`src/rtl/mem_stage_pkg.sv`:
```
// rtl/mem_stage_pkg.sv - shared encodings and helpers for the memory-access stage
package mem_stage_pkg;

    // funct3 access size/sign codes
    localparam logic [2:0] F3_B  = 3'b000;
    localparam logic [2:0] F3_H  = 3'b001;
    localparam logic [2:0] F3_W  = 3'b010;
    localparam logic [2:0] F3_BU = 3'b100;
    localparam logic [2:0] F3_HU = 3'b101;

    // access size, funct3[1:0]
    localparam logic [1:0] SZ_B = 2'b00;
    localparam logic [1:0] SZ_H = 2'b01;

    // writeback result source select
    localparam logic [1:0] RS_ALU  = 2'b00;
    localparam logic [1:0] RS_LOAD = 2'b01;
    localparam logic [1:0] RS_PC4  = 2'b10;

    typedef enum logic {
        IDLE = 1'b0,
        WAIT = 1'b1
    } state_t;

    // Halfwords need an even address, words a 4-byte aligned one; size code 11 is treated as word.
    function automatic logic is_misaligned(input logic [2:0] funct3, input logic [1:0] addr_lo);
        logic w_mis;
        case (funct3[1:0])
            SZ_B:    w_mis = 1'b0;
            SZ_H:    w_mis = addr_lo[0];
            default: w_mis = (addr_lo != 2'b00);
        endcase
        return w_mis;
    endfunction

endpackage

```
`src/rtl/mem_stage_lsu_align.sv`:
```
// rtl/mem_stage_lsu_align.sv - store lane replication/byte enables and load lane extract/extend
module mem_stage_lsu_align
    import mem_stage_pkg::*;
(
    input  logic [2:0]  i_funct3,
    input  logic [1:0]  i_addr_lo,
    input  logic [31:0] i_store_data,
    input  logic [31:0] i_rdata,
    output logic [31:0] o_wdata,
    output logic [3:0]  o_be_store,
    output logic [31:0] o_load_data
);

    logic [7:0]  w_byte;
    logic [15:0] w_half;

    // Store: replicate the datum across every lane it could occupy and enable only the addressed bytes
    always_comb begin
        o_wdata    = i_store_data;
        o_be_store = 4'b1111;
        case (i_funct3[1:0])
            SZ_B: begin
                o_wdata    = {4{i_store_data[7:0]}};
                o_be_store = 4'b0001 << i_addr_lo;
            end
            SZ_H: begin
                o_wdata    = {2{i_store_data[15:0]}};
                o_be_store = i_addr_lo[1] ? 4'b1100 : 4'b0011;
            end
            default: begin
                o_wdata    = i_store_data;
                o_be_store = 4'b1111;
            end
        endcase
    end

    // Load: select the addressed lane, then sign- or zero-extend by funct3
    always_comb begin
        w_byte = i_rdata[7:0];
        case (i_addr_lo)
            2'd0:    w_byte = i_rdata[7:0];
            2'd1:    w_byte = i_rdata[15:8];
            2'd2:    w_byte = i_rdata[23:16];
            default: w_byte = i_rdata[31:24];
        endcase
        w_half = i_addr_lo[1] ? i_rdata[31:16] : i_rdata[15:0];
        case (i_funct3)
            F3_B:    o_load_data = {{24{w_byte[7]}}, w_byte};
            F3_H:    o_load_data = {{16{w_half[15]}}, w_half};
            F3_BU:   o_load_data = {24'd0, w_byte};
            F3_HU:   o_load_data = {16'd0, w_half};
            F3_W:    o_load_data = i_rdata;
            default: o_load_data = i_rdata;
        endcase
    end

endmodule

```
`src/rtl/mem_stage.sv`:
```
// rtl/mem_stage.sv - memory-access stage: bus handshake FSM, stall generation, writeback registers
module mem_stage
    import mem_stage_pkg::*;
#(
    parameter int MAX_WAIT = 16
) (
    input  logic        clk,
    input  logic        reset,
    input  logic [31:0] DR,
    input  logic [4:0]  DR_num,
    input  logic [31:0] WriteData,
    input  logic [31:0] PC_plus_4,
    input  logic [1:0]  ResultSrc,
    input  logic        MemWrite,
    input  logic        MemRead,
    input  logic        RegWrite,
    input  logic [2:0]  ALUControl,
    output logic        dmem_req,
    output logic        dmem_we,
    output logic [31:0] dmem_addr,
    output logic [31:0] dmem_wdata,
    output logic [3:0]  dmem_be,
    input  logic        dmem_ready,
    input  logic [31:0] dmem_rdata,
    output logic        mem_stall,
    output logic [31:0] ALUResData,
    output logic [31:0] DataReadData,
    output logic [31:0] WB_PC_plus_4,
    output logic [4:0]  WB_DR_num,
    output logic        WB_RegWrite,
    output logic [1:0]  WB_ResultSrc,
    output logic        misalign,
    output logic        bus_err
);

    localparam int CW = $clog2(MAX_WAIT + 1);

    state_t         r_state;
    state_t         w_state_nxt;
    logic [CW-1:0]  r_wait_cnt;
    logic [CW-1:0]  w_cnt_nxt;

    logic           w_mem_op;
    logic           w_misalign;
    logic           w_mem_go;
    logic           w_timeout;
    logic           w_is_load;
    logic [31:0]    w_wdata;
    logic [3:0]     w_be_store;
    logic [31:0]    w_load_data;

    assign w_mem_op   = MemRead | MemWrite;
    assign w_misalign = w_mem_op & is_misaligned(ALUControl, DR[1:0]);
    assign w_mem_go   = w_mem_op & ~w_misalign;
    assign w_is_load  = MemRead & ~MemWrite;
    assign w_timeout  = (r_state == WAIT) & (r_wait_cnt == CW'(MAX_WAIT)) & ~dmem_ready;

    // Request and stall are gated by reset so an in-flight access drops in the very cycle reset asserts.
    assign dmem_req   = reset & w_mem_go;
    assign mem_stall  = reset & w_mem_go & ~dmem_ready & ~w_timeout;
    assign dmem_we    = MemWrite;
    assign dmem_addr  = {DR[31:2], 2'b00};
    assign dmem_wdata = w_wdata;
    assign dmem_be    = MemWrite ? w_be_store : 4'b1111;

    mem_stage_lsu_align u_lsu_align (
        .i_funct3     (ALUControl),
        .i_addr_lo    (DR[1:0]),
        .i_store_data (WriteData),
        .i_rdata      (dmem_rdata),
        .o_wdata      (w_wdata),
        .o_be_store   (w_be_store),
        .o_load_data  (w_load_data)
    );

    // Next state: enter WAIT when the bus does not answer at once, leave on ready or timeout
    always_comb begin
        w_state_nxt = r_state;
        w_cnt_nxt   = r_wait_cnt;
        case (r_state)
            IDLE: begin
                if (w_mem_go && !dmem_ready) begin
                    w_state_nxt = WAIT;
                    w_cnt_nxt   = CW'(1);
                end else begin
                    w_cnt_nxt   = '0;
                end
            end
            WAIT: begin
                if (dmem_ready || w_timeout || !w_mem_go) begin
                    w_state_nxt = IDLE;
                    w_cnt_nxt   = '0;
                end else begin
                    w_cnt_nxt   = r_wait_cnt + CW'(1);
                end
            end
            default: begin
                w_state_nxt = IDLE;
                w_cnt_nxt   = '0;
            end
        endcase
    end

    // State and wait-counter registers
    always_ff @(posedge clk) begin
        if (!reset) begin
            r_state    <= IDLE;
            r_wait_cnt <= '0;
        end else begin
            r_state    <= w_state_nxt;
            r_wait_cnt <= w_cnt_nxt;
        end
    end

    // Writeback registers: capture on non-stalled cycles, insert a bubble while stalled
    always_ff @(posedge clk) begin
        if (!reset) begin
            ALUResData   <= '0;
            DataReadData <= '0;
            WB_PC_plus_4 <= '0;
            WB_DR_num    <= '0;
            WB_RegWrite  <= 1'b0;
            WB_ResultSrc <= '0;
            misalign     <= 1'b0;
            bus_err      <= 1'b0;
        end else if (mem_stall) begin
            WB_RegWrite  <= 1'b0;
            misalign     <= 1'b0;
            bus_err      <= 1'b0;
        end else begin
            ALUResData   <= DR;
            DataReadData <= (w_is_load && w_mem_go && dmem_ready) ? w_load_data : 32'd0;
            WB_PC_plus_4 <= PC_plus_4;
            WB_DR_num    <= DR_num;
            WB_RegWrite  <= RegWrite & ~w_misalign & ~w_timeout;
            WB_ResultSrc <= ResultSrc;
            misalign     <= w_misalign;
            bus_err      <= w_timeout;
        end
    end

endmodule

```
`config.mk`:
```
export PLATFORM = sky130hd
export DESIGN_NAME = mem_stage
export DESIGN_NICKNAME = d
export VERILOG_FILES = /design/src/rtl/mem_stage_pkg.sv /design/src/rtl/mem_stage_lsu_align.sv /design/src/rtl/mem_stage.sv
export SDC_FILE = /design/constraint.sdc
export NUM_CORES = 1
export LEC_CHECK = 0
export CAP_MARGIN = 40
export CORE_MARGIN = 8
export CORE_UTILIZATION = 35
export CTS_CLUSTER_DIAMETER = 120
export CTS_CLUSTER_SIZE = 25
export DETAILED_ROUTE_END_ITERATION = 12
export GPL_TIMING_DRIVEN = 0
export PLACE_DENSITY = 0.76
export SETUP_SLACK_MARGIN = 0.15
export SLEW_MARGIN = 30
export SYNTH_ARGS = -nofsm -noshare
export SYNTH_HDL_FRONTEND = slang
export SYNTH_SLANG_ARGS = --single-unit
```
`constraint.sdc`:
```
create_clock -name clk -period 2.1 [get_ports clk]
set_input_delay 0.21 -clock clk [delete_from_list [all_inputs] [get_ports clk]]
set_output_delay 0.21 -clock clk [all_outputs]
set_load 0.02 [all_outputs]
```
# --- After elaboration in Yosys (flattened, before gate mapping) ---
# Cells that the tools add are included.
# W data, S select, Z words.
totals:
  regBits: 112
  inputBits: 144
  out_inout_bits: 177
  elab_cells: 63
op_classes:
  add_sub_neg: 1
  n_eq_ne: 7
  shift: 1
  mux: 15
  bitwise_logic: 17
  reduce_logical: 12
op_table:
  columns: ["op", "n"]
  rows:
  - ["$pmux W32 S4", 1]
  - ["$pmux W32 S2", 1]
  - ["$mux W32", 1]
  - ["$pmux W8 S3", 1]
  - ["$mux W16", 1]
  - ["$and A1 B1 Y1", 10]
  - ["$pmux W5 S2", 1]
  - ["$mux W4", 2]
  - ["$pmux W4 S2", 1]
  - ["$eq A3 B3 Y1 const B", 2]
  - ["$not A1 Y1", 6]
  - ["$add A5 B1 Y5 const B", 1]
  - ["$eq A5 B5 Y1 const B", 1]
  - ["$mux W5", 1]
  - ["$eq A2 B1 Y1 const B", 2]
  - ["$logic_not A2 Y1", 2]
  - ["$pmux W1 S2", 2]
  - ["$shl A1 B2 Y4 const A", 1]
  - ["$eq A3 B1 Y1 const B", 1]
  - ["$logic_and A1 B1 Y1", 3]
  - ["$logic_not A3 Y1", 1]
  - ["$mux W1", 3]
  - ["$eq A2 B2 Y1 const B", 1]
  - ["$logic_not A1 Y1", 2]
  - ["other kinds (4)", 5]

# --- Depth between registers and ports, before layout ---
# Gate-level depths: netlist (run 1).
logic_depth:
  ltp_word: 9
  depth_mapped: 8
  depth_no_buf: 5

# --- Modules after synthesis ---
# From an unflattened synthesis (run 1), not the netlist that was laid out.
hier_totals:
  cells_unflattened: 612
  hier_area_um2: 5233.8
modules_own_cells:
  columns: ["mod", "n_inst", "cells_per_inst", "area_per_inst_um2"]
  rows:
  - ["mem_stage", 1, 470, 4195.3]
  - ["mem_stage_lsu_align", 1, 142, 1038.5]

# --- Worst setup path before layout (run 1) ---
# No wires, ideal clock.
synth_path:
  kind: "input to output"
  from: "input ALUControl[1]"
  to: "output dmem_wdata[24]"
  arrival_ns: 1.509
  t_required_ns: 1.890
  setup_slack_ns: 0.381
  stages: 6
  path_buffers: 4
  cell_sequence: "buf_2 > clkbuf_1 > clkbuf_1 > clkbuf_1 > nand2_1 > o21ai_0"
synth_between:
  elab_chain_cells: 2
  elab_cells_between_ends: 3
synth_lines:
  columns: ["element", "line_no", "source"]
  rows:
  - ["from (decl)", "mem_stage.sv:17", "input logic [2:0] ALUControl,"]
  - ["$eq A2 B1 Y1 / $logic_not A2 Y1 (equally long branches)", "mem_stage_lsu_align.sv:21", "case (i_funct3[1:0])"]
  - ["$pmux W32 S2 (*)", "mem_stage_lsu_align.sv:21", null]
  - ["to (decl)", "mem_stage.sv:21", "output logic [31:0] dmem_wdata,"]
# Mark *: on every way between the ends. The rest lies on a longest branch, timed or not.

# --- Worst setup path in the final report (run 1) ---
layout_path:
  from: "input DR[0]"
  to: "output dmem_be[0]"
layout_between:
  elab_chain_cells: 3
layout_lines:
  columns: ["element", "line_no", "source"]
  rows:
  - ["from (decl)", "mem_stage.sv:9", "input logic [31:0] DR,"]
  - ["$shl A1 B2 Y4", "mem_stage_lsu_align.sv:24", "o_be_store = 4'b0001 << i_addr_lo;"]
  - ["$pmux W4 S2", "mem_stage_lsu_align.sv:21", null]
  - ["$mux W4", "mem_stage.sv:64", "assign dmem_be = MemWrite ? w_be_store : 4'b1111;"]
  - ["to (decl)", "mem_stage.sv:22", "output logic [3:0] dmem_be,"]
# Every way passes these cells.

==> results.md, run 1 <==
- Status: finished, final reports clean
- Initial DRC Count: between 200 and 300
- CTS sink cnt: around 110
- Synthesized cell area: 5280 um^2
- Largest net degree at the start of global routing: 18
- Max cap viols: 0
- Synth Area in Adders: 0.474%
- Synth-to-layout area growth: 73.4%
- Post-synthesis mux area share: ~6.3%
- Die area: 19300 um^2
- Top_reg_cell synth: dfxtp_1
- Pre-CTS setup slack: -828 ps
- Worst Setup Path Type: input pin to primary output
- Vias in the first global route: between 5k and 6k
- Yosys top cell area share: 42.5%
- Vias: 5785
- Routed WL: 21500 um
- Die Ht: 139 um
- CTS tree: built
- Yosys top cell by area: dfxtp_1
- Boundary Pins: 321
- Seq cells post-synth: 112
- Worst setup slack after layout: around 220 ps
- Min-Delay Path Class: input pin to register
- H-tree depth: 3
- Core footprint: roughly 15000 um^2
- NumNets Final: approximately 1.1k
- Via density: between 4 and 5
- Grt ovf: 0
- Critical Path End Type: primary output
- Row count: 45
- Reg clk slew, reported paths: 80 ps
- Final ANT Viol Nets: 0
- Max FO, Critical Path: 10
- Clk_skew: just under 8 ps
- Reg2reg setup slack: 310 ps
- Synth area leaders: dfxtp_1, o21ai_0, nand3_1
- Largest family of logic cells by synthesized area: simple AND/OR/NAND/NOR gates
- CTS Buf Count: 9
- Worst-margin pin slew: 700 ps
- Maximum buffer depth of the clock tree: 2
- Startpoint Class: input pin
- Commonest cells in the netlist: dfxtp_1, o21ai_0, nand2_1, nand3_1, buf_4
- Final Max Tran Viols: 0
- Final RePlAce weighted congestion: between 0.9 and 1
- Yosys warning total: 0
- # DRC: 0
- Final cell count without fillers: 1171
- Worst VDD drop: 0.000421 V
- DR pass1 iterations: 5
- Synth cell types: 46
- # placed instances: around 1.1k
- Antenna violations before repair: 1
- Sequential element share of the synthesized area: 42.5%
- Crit path DAT: 1670 ps
- Wire per inst: 18.3 um
- Hpwl dp: 17000 um
- Setup_tns: 0 ps
- Number of synthesized flops with an enable pin: 0
- Total GRT Usage: about a fifth
- Fraction of registers with async set/reset: 0%
- Initial Util: roughly a third
- Compound-cell area share of the yosys netlist: ~18%
- Final min period: between 1500 and 2000 ps
- Synth Area in Simple Gates: 21.9%
- Diodes inserted: 0
- Lkg Pwr: about 0.0037 uW
- Share of layout cells above drive strength 1: 13.6%
- Worst R2R Start: r_wait_cnt[0]
- Final Hold Fails: 0
- Fin crit share: just under 90%
- Skew-Pair Late Insertion Delay: 350 ps
- Fmax: roughly 0.53 GHz
- Buffers on Ports: approximately 320
- Endpoints failing setup: 0
- RSZ-0062 raised after global routing: true
- HP Start: DR[0]
- Mean post-synth cell area: slightly above 8 um^2
- Worst path required time: 1890 ps
- Mapped Cells: 637
- Post-synthesis xor/xnor area fraction: less than 1%
- Clk root buf: clkbuf_16
- Critical Path Source: DR[0]
- Count leader, synth: dfxtp_1
- Slew margin rel.: around 53%
- DIE WIDTH: ~140 um
- PwrDens: 604 nW/um^2
- First-pass GRT wire length: approximately 33000 um
-- registers in the layout, indices dropped and copies added, names as in the netlist --
| name | cells |
|---|---|
| ALUResData | 32 |
| DataReadData | 32 |
| WB_PC_plus_4 | 32 |
| WB_DR_num | 5 |
| r_wait_cnt | 5 |
| WB_ResultSrc | 2 |
| WB_RegWrite | 1 |
| bus_err | 1 |
| misalign | 1 |
| r_state | 1 |
-- metal layers --
layer / wire length, um / track usage, %
met5: 13 / 0
met4: 369 / 5.49
met3: 1740 / 8.36
met2: 10500 / 37.3
met1: 8900 / 23.9
-- final cells by class --
| class | instances | area, um^2 |
|---|---|---|
| well taps | 188 | 235 |
| clock inverters | 6 | 83.8 |
| fillers | 1333 | 5820 |
| plain buffers | 95 | 611 |
| inverters | 3 | 11.3 |
| multi-input cells | 428 | 2500 |
| flip-flops and latches | 112 | 2240 |
| clock buffers | 9 | 225 |
| repair buffers | 330 | 3250 |
-- report_power, final --
part           total [uW]  internal, uW  switching [uW]
combinational        1400           736             667
sequential           2290          2230            58.5
clock                1830          1040             795
total                5530          4010            1520
-- timing repair --
item                                    CTS  global route
setup buffers                             7             7
resized for setup                        66            17
pin swaps                                 2             3
gates cloned                              0             0
hold buffers                              0             0
endpoints found under the setup margin   97            77
-- critical path, stage by stage --
cell and delay, ps:
clkbuf_1 350, nor2b_1 270, clkbuf_1 350, o21ai_0 130, dlygate4sd2_1 350
-- path summary, 6_finish.rpt --
check	end	cells past startpoint
setup / recovery	dmem_be[0]	5
hold / removal	ALUResData[0]	3
setup reg to reg	WB_PC_plus_4[30]	8
hold reg to reg	DataReadData[19]	1
-- placed cells by master (no fill, tap or decap), types with 3 or more instances in the layout --
master / instances
a21oi_1: 5
a222oi_1: 4
a22o_1: 8
a31oi_1: 3
and3_1: 3
buf_2: 19
buf_4: 61
clkbuf_1: 20
clkbuf_16: 9
clkbuf_2: 4
clkbuf_4: 4
clkdlybuf4s50_1: 284
clkinv_2: 3
dfxtp_1: 110
dlygate4sd2_1: 20
dlymetal6s2s_1: 7
mux2_2: 18
mux2i_1: 13
nand2_1: 94
nand2b_1: 3
nand3_1: 79
nor2_1: 11
nor2b_1: 27
o21ai_0: 101
o2bb2ai_1: 20
or3_1: 4
-- stage by stage --
step / power [uW] / area [um^2] / utilization (%) / hold WS, ps
CTS: 5570 / 9070 / 60.6 / 262
finish: 5530 / 9160 / 61.1 / 291
floorplan: 2940 / 5280 / - / 286
detailed placement: 3740 / 8680 / 58.0 / 447
global placement: 3730 / 8680 / 58.0 / 446
global route: 5750 / 9160 / 61.1 / 334
-- cells by family (layout without fill, tap and decap cells) --
logic type | Yosys count | in the layout
flops | 112 | 112
other cells | 1 | 2
compound gates | 151 | 151
simple gates | 239 | 239
mux | 31 | 31
buf+inv | 98 | 443
fa+ha+maj | 2 | 2
xor+xnor | 3 | 3
(Power assumes the default switching activity.)
==> run 2: changes to the inputs <==
CELL_PAD_IN_SITES_DETAIL_PLACEMENT = 0   (was default)
CELL_PAD_IN_SITES_GLOBAL_PLACEMENT = 1   (was default)
CORE_UTILIZATION = 26   (was 35)
PLACE_DENSITY = default   (was 0.76)
PLACE_DENSITY_LB_ADDON = 0.1   (was default)
==> run 2 against run 1 <==
  * Core utilization is 15 points lower
  * Clock skew is 1.5 ps higher
  * Cell area is 1.6% higher
  * Die area is 30% higher
  * Count of clock-buffer cells in the layout stayed put
  * Clock power is 3% higher
  * Total power is 0.88% higher
  * Non-clock buffer count is 1 higher
  * Critical path depth is 2 higher
  * Maximum frequency is 1.3% higher
  * Largest cell class unchanged
  * Largest power group unchanged
==> results.md, run 2 (synthesis gave the netlist of run 1 again) <==
- Final ANT Viol Nets: 0 (unchanged)
- Pint: 3940 uW (was 4010 uW)
- Share of layout cells above drive strength 1: 14.4% (was 13.6%)
- Endpoints failing setup: 0 (unchanged)
- Slew margin rel.: 49.4% (was 52.7%)
- Final Hold Fails: 0 (unchanged)
- Wire length on met1: 9790 um (was 8900 um)
- Biggest regs: ALUResData: 32 flops, DataReadData: 32 flops, WB_PC_plus_4: 32 flops (unchanged)
- Hold slack final: 274 ps (was 291 ps)
- Lkg Pwr: 0.00363 uW (was 0.00366 uW)
- Worst path required time: 1890 ps (about the same)
- Routed length on met2: 10800 um (was 10500 um)
- Clk_skew: 9.26 ps (was 7.77 ps)
- Routed WL: 22700 um (was 21500 um)
- Sequential share of power: 41.0% (was 41.5%)
- Net Sw Frac: 29.4% (was 27.5%)
- Metal3 WL: 1870 um (was 1740 um)
- Max incr delay on CP: 390 ps (was 350 ps)
- Worst VDD drop: 0.000328 V (was 0.000421 V)
- CTS tree: built (unchanged)
- Core footprint: 20100 um^2 (was 15000 um^2)
- Fin crit share: 88.4% (was 89.5%)
- Buffers on Ports: 316 (unchanged)
- First-pass GRT wire length: 33700 um (was 32800 um)
- Highest-count cells in the layout ignoring fill and taps: clkdlybuf4s50_1, dfxtp_1, o21ai_0 (unchanged)
- Most common cell after layout, fill and taps aside: clkdlybuf4s50_1 (unchanged)
- Die Ht: 159 um (was 139 um)
- Antenna violations before repair: 1 (unchanged)
- Skew-Pair Late Insertion Delay: 360 ps (was 350 ps)
- Crit path DAT: 1650 ps (was 1670 ps)
- Grt ovf: 0 (unchanged)
- Fillers: 2033 (was 1333)
- DR pass1 iterations: 6 (was 5)
- Diodes inserted: 0 (unchanged)
- RSZ-0062 raised after global routing: true (unchanged)
- Vias in the first global route: 5592 (was 5799)
- Wire per inst: 18.1 um (was 18.3 um)
- Largest net degree at the start of global routing: 22 (was 18)
- Hpwl dp: 17800 um (was 17000 um)
- Core Util, Final: 46.3% (was 61.1%)
- Tot Pwr: 5580 uW (was 5530 uW)
- CTS sink cnt: 112 (unchanged)
- Row count: 52 (was 45)
- Min-Delay Path Class: input pin to register (unchanged)
- Hold buffers post-CTS: 0 (unchanged)
- Top sig layer: met5 (unchanged)
- Boundary Pins: 321 (unchanged)
- Max FO, Critical Path: 10 (unchanged)
- Fmax: 0.539 GHz (was 0.532 GHz)
- Reg clk slew, reported paths: 80 ps (about the same)
- Startpoint Class: input pin (unchanged)
- Die area: 25100 um^2 (was 19300 um^2)
- Synth-to-layout area growth: 76.3% (was 73.4%)
- Vias: 5721 (was 5785)
- Switching power: 1640 uW (was 1520 uW)
- NumNets Final: 1126 (was 1125)
- Combinational power share: 25.3% (was 25.4%)
- Clk root buf: clkbuf_16 (unchanged)
- Status: finished, final reports clean (unchanged)
- Final min period: 1860 ps (was 1880 ps)
- Initial Util: 26.3% (was 35.3%)
- Critical Path End Type: primary output (unchanged)
- Maximum buffer depth of the clock tree: 2 (unchanged)
- CP cell instances: buf_2 -> clkbuf_4 -> clkbuf_8 -> clkbuf_2 -> nand2_1 -> o21ai_0 -> dlygate4sd2_1 (was clkbuf_1 -> nor2b_1 -> clkbuf_1 -> o21ai_0 -> dlygate4sd2_1)
- # DRC: 0 (unchanged)
- Max cap viols: 0 (unchanged)
- H-tree depth: 3 (unchanged)
- Via density: 4.56 (was 4.94)
- PwrDens: 599 nW/um^2 (was 604 nW/um^2)
- Initial DRC Count: 242 (was 297)
- Total GRT Usage: 17.4% (was 21.4%)
- Final Max Tran Viols: 0 (unchanged)
- CTS Buf Count: 9 (unchanged)
- Worst-margin pin slew: 749 ps (was 700 ps)
- DIE WIDTH: 159 um (was 139 um)
- Slowest stage cell, crit path: dlygate4sd2_1 (was clkbuf_1)
- Final RePlAce weighted congestion: 0.785 (was 0.924)
- Worst Setup Path Type: input pin to primary output (unchanged)
- Clk pwr share: 33.8% (was 33.2%)
- Setup_tns: 0 ps (unchanged)
[run 2: cell types whose count changed in the layout (fill, tap and decap cells not counted), sizes merged]
cell | before | now
clkbuf | 38 | 49
dlygate4sd2 | 20 | 21
inv | 4 | 7
dlymetal6s2s | 7 | 1
clkinv | 3 | 2
bufinv | 2 | 1
buf | 84 | 76
clkdlybuf4s15 | 1 | 4
[run 2: area by class of cell]
cell class              count  area (um^2)  share of cell area [%]
repair buffers            331         3250                    34.9
multi-input cells         428         2510                    27.0
flip-flops and latches    112         2240                    24.1
plain buffers              95          631                    6.78
well taps                 270          338                    3.63
clock buffers               9          225                    2.42
clock inverters             7         95.1                    1.02
inverters                   3         11.3                   0.121
[run 2: layer usage]
layer  vias up  GRT usage (%)
li1       2871              -
met1      2637           21.4
met2       195           29.4
met3        16           4.56
met4         2           4.40
met5         -              0
[run 2: power groups by stage]
stage / combinational (uW) / clock (uW) / sequential [uW]
final: 1410 / 1880 / 2290
after global placement: 1410 / 0 / 2330
after CTS: 1410 / 1950 / 2290
after detailed placement: 1410 / 0 / 2340
after global routing: 1510 / 2030 / 2300
after floorplan: 476 / 0 / 2470
[run 2: worst paths after layout]
| path | cells past startpoint | slack [ps] | to | startpoint |
|---|---|---|---|---|
| setup / recovery | 7 | 240 | dmem_wdata[29] | ALUControl[1] |
| hold / removal | 3 | 270 | ALUResData[0] | DR[0] |
| setup reg to reg | 8 | 410 | WB_PC_plus_4[14] | r_wait_cnt[0] |
| hold reg to reg | 1 | 470 | DataReadData[2] | DataReadData[2] |
[run 2: repair_timing]
item / in CTS / in global routing
cloned: 0 / 1
gates resized for setup: 67 / 35
buffers inserted: 6 / 8
endpoints found under the setup margin: 120 / 26
pin swaps: 4 / 4
endpoints found under the hold margin: 0 / 0
[run 2: critical path, delay by kind of cell]
family	cells	cell delay (ps)
AO/OA/AOI/OAI	1	70
buffers and inverters	5	1290
AND/OR/NAND/NOR	1	70
[run 2: through the flow]
stage	cells	area, um^2	setup WS [ps]
2_1_floorplan	638	5280	381
3_3_place_gp	1224	8780	-818
3_5_place_dp	1224	8780	-853
4_1_cts	1246	9190	81.0
5_1_grt	1255	9310	147
6_report	1255	9310	243
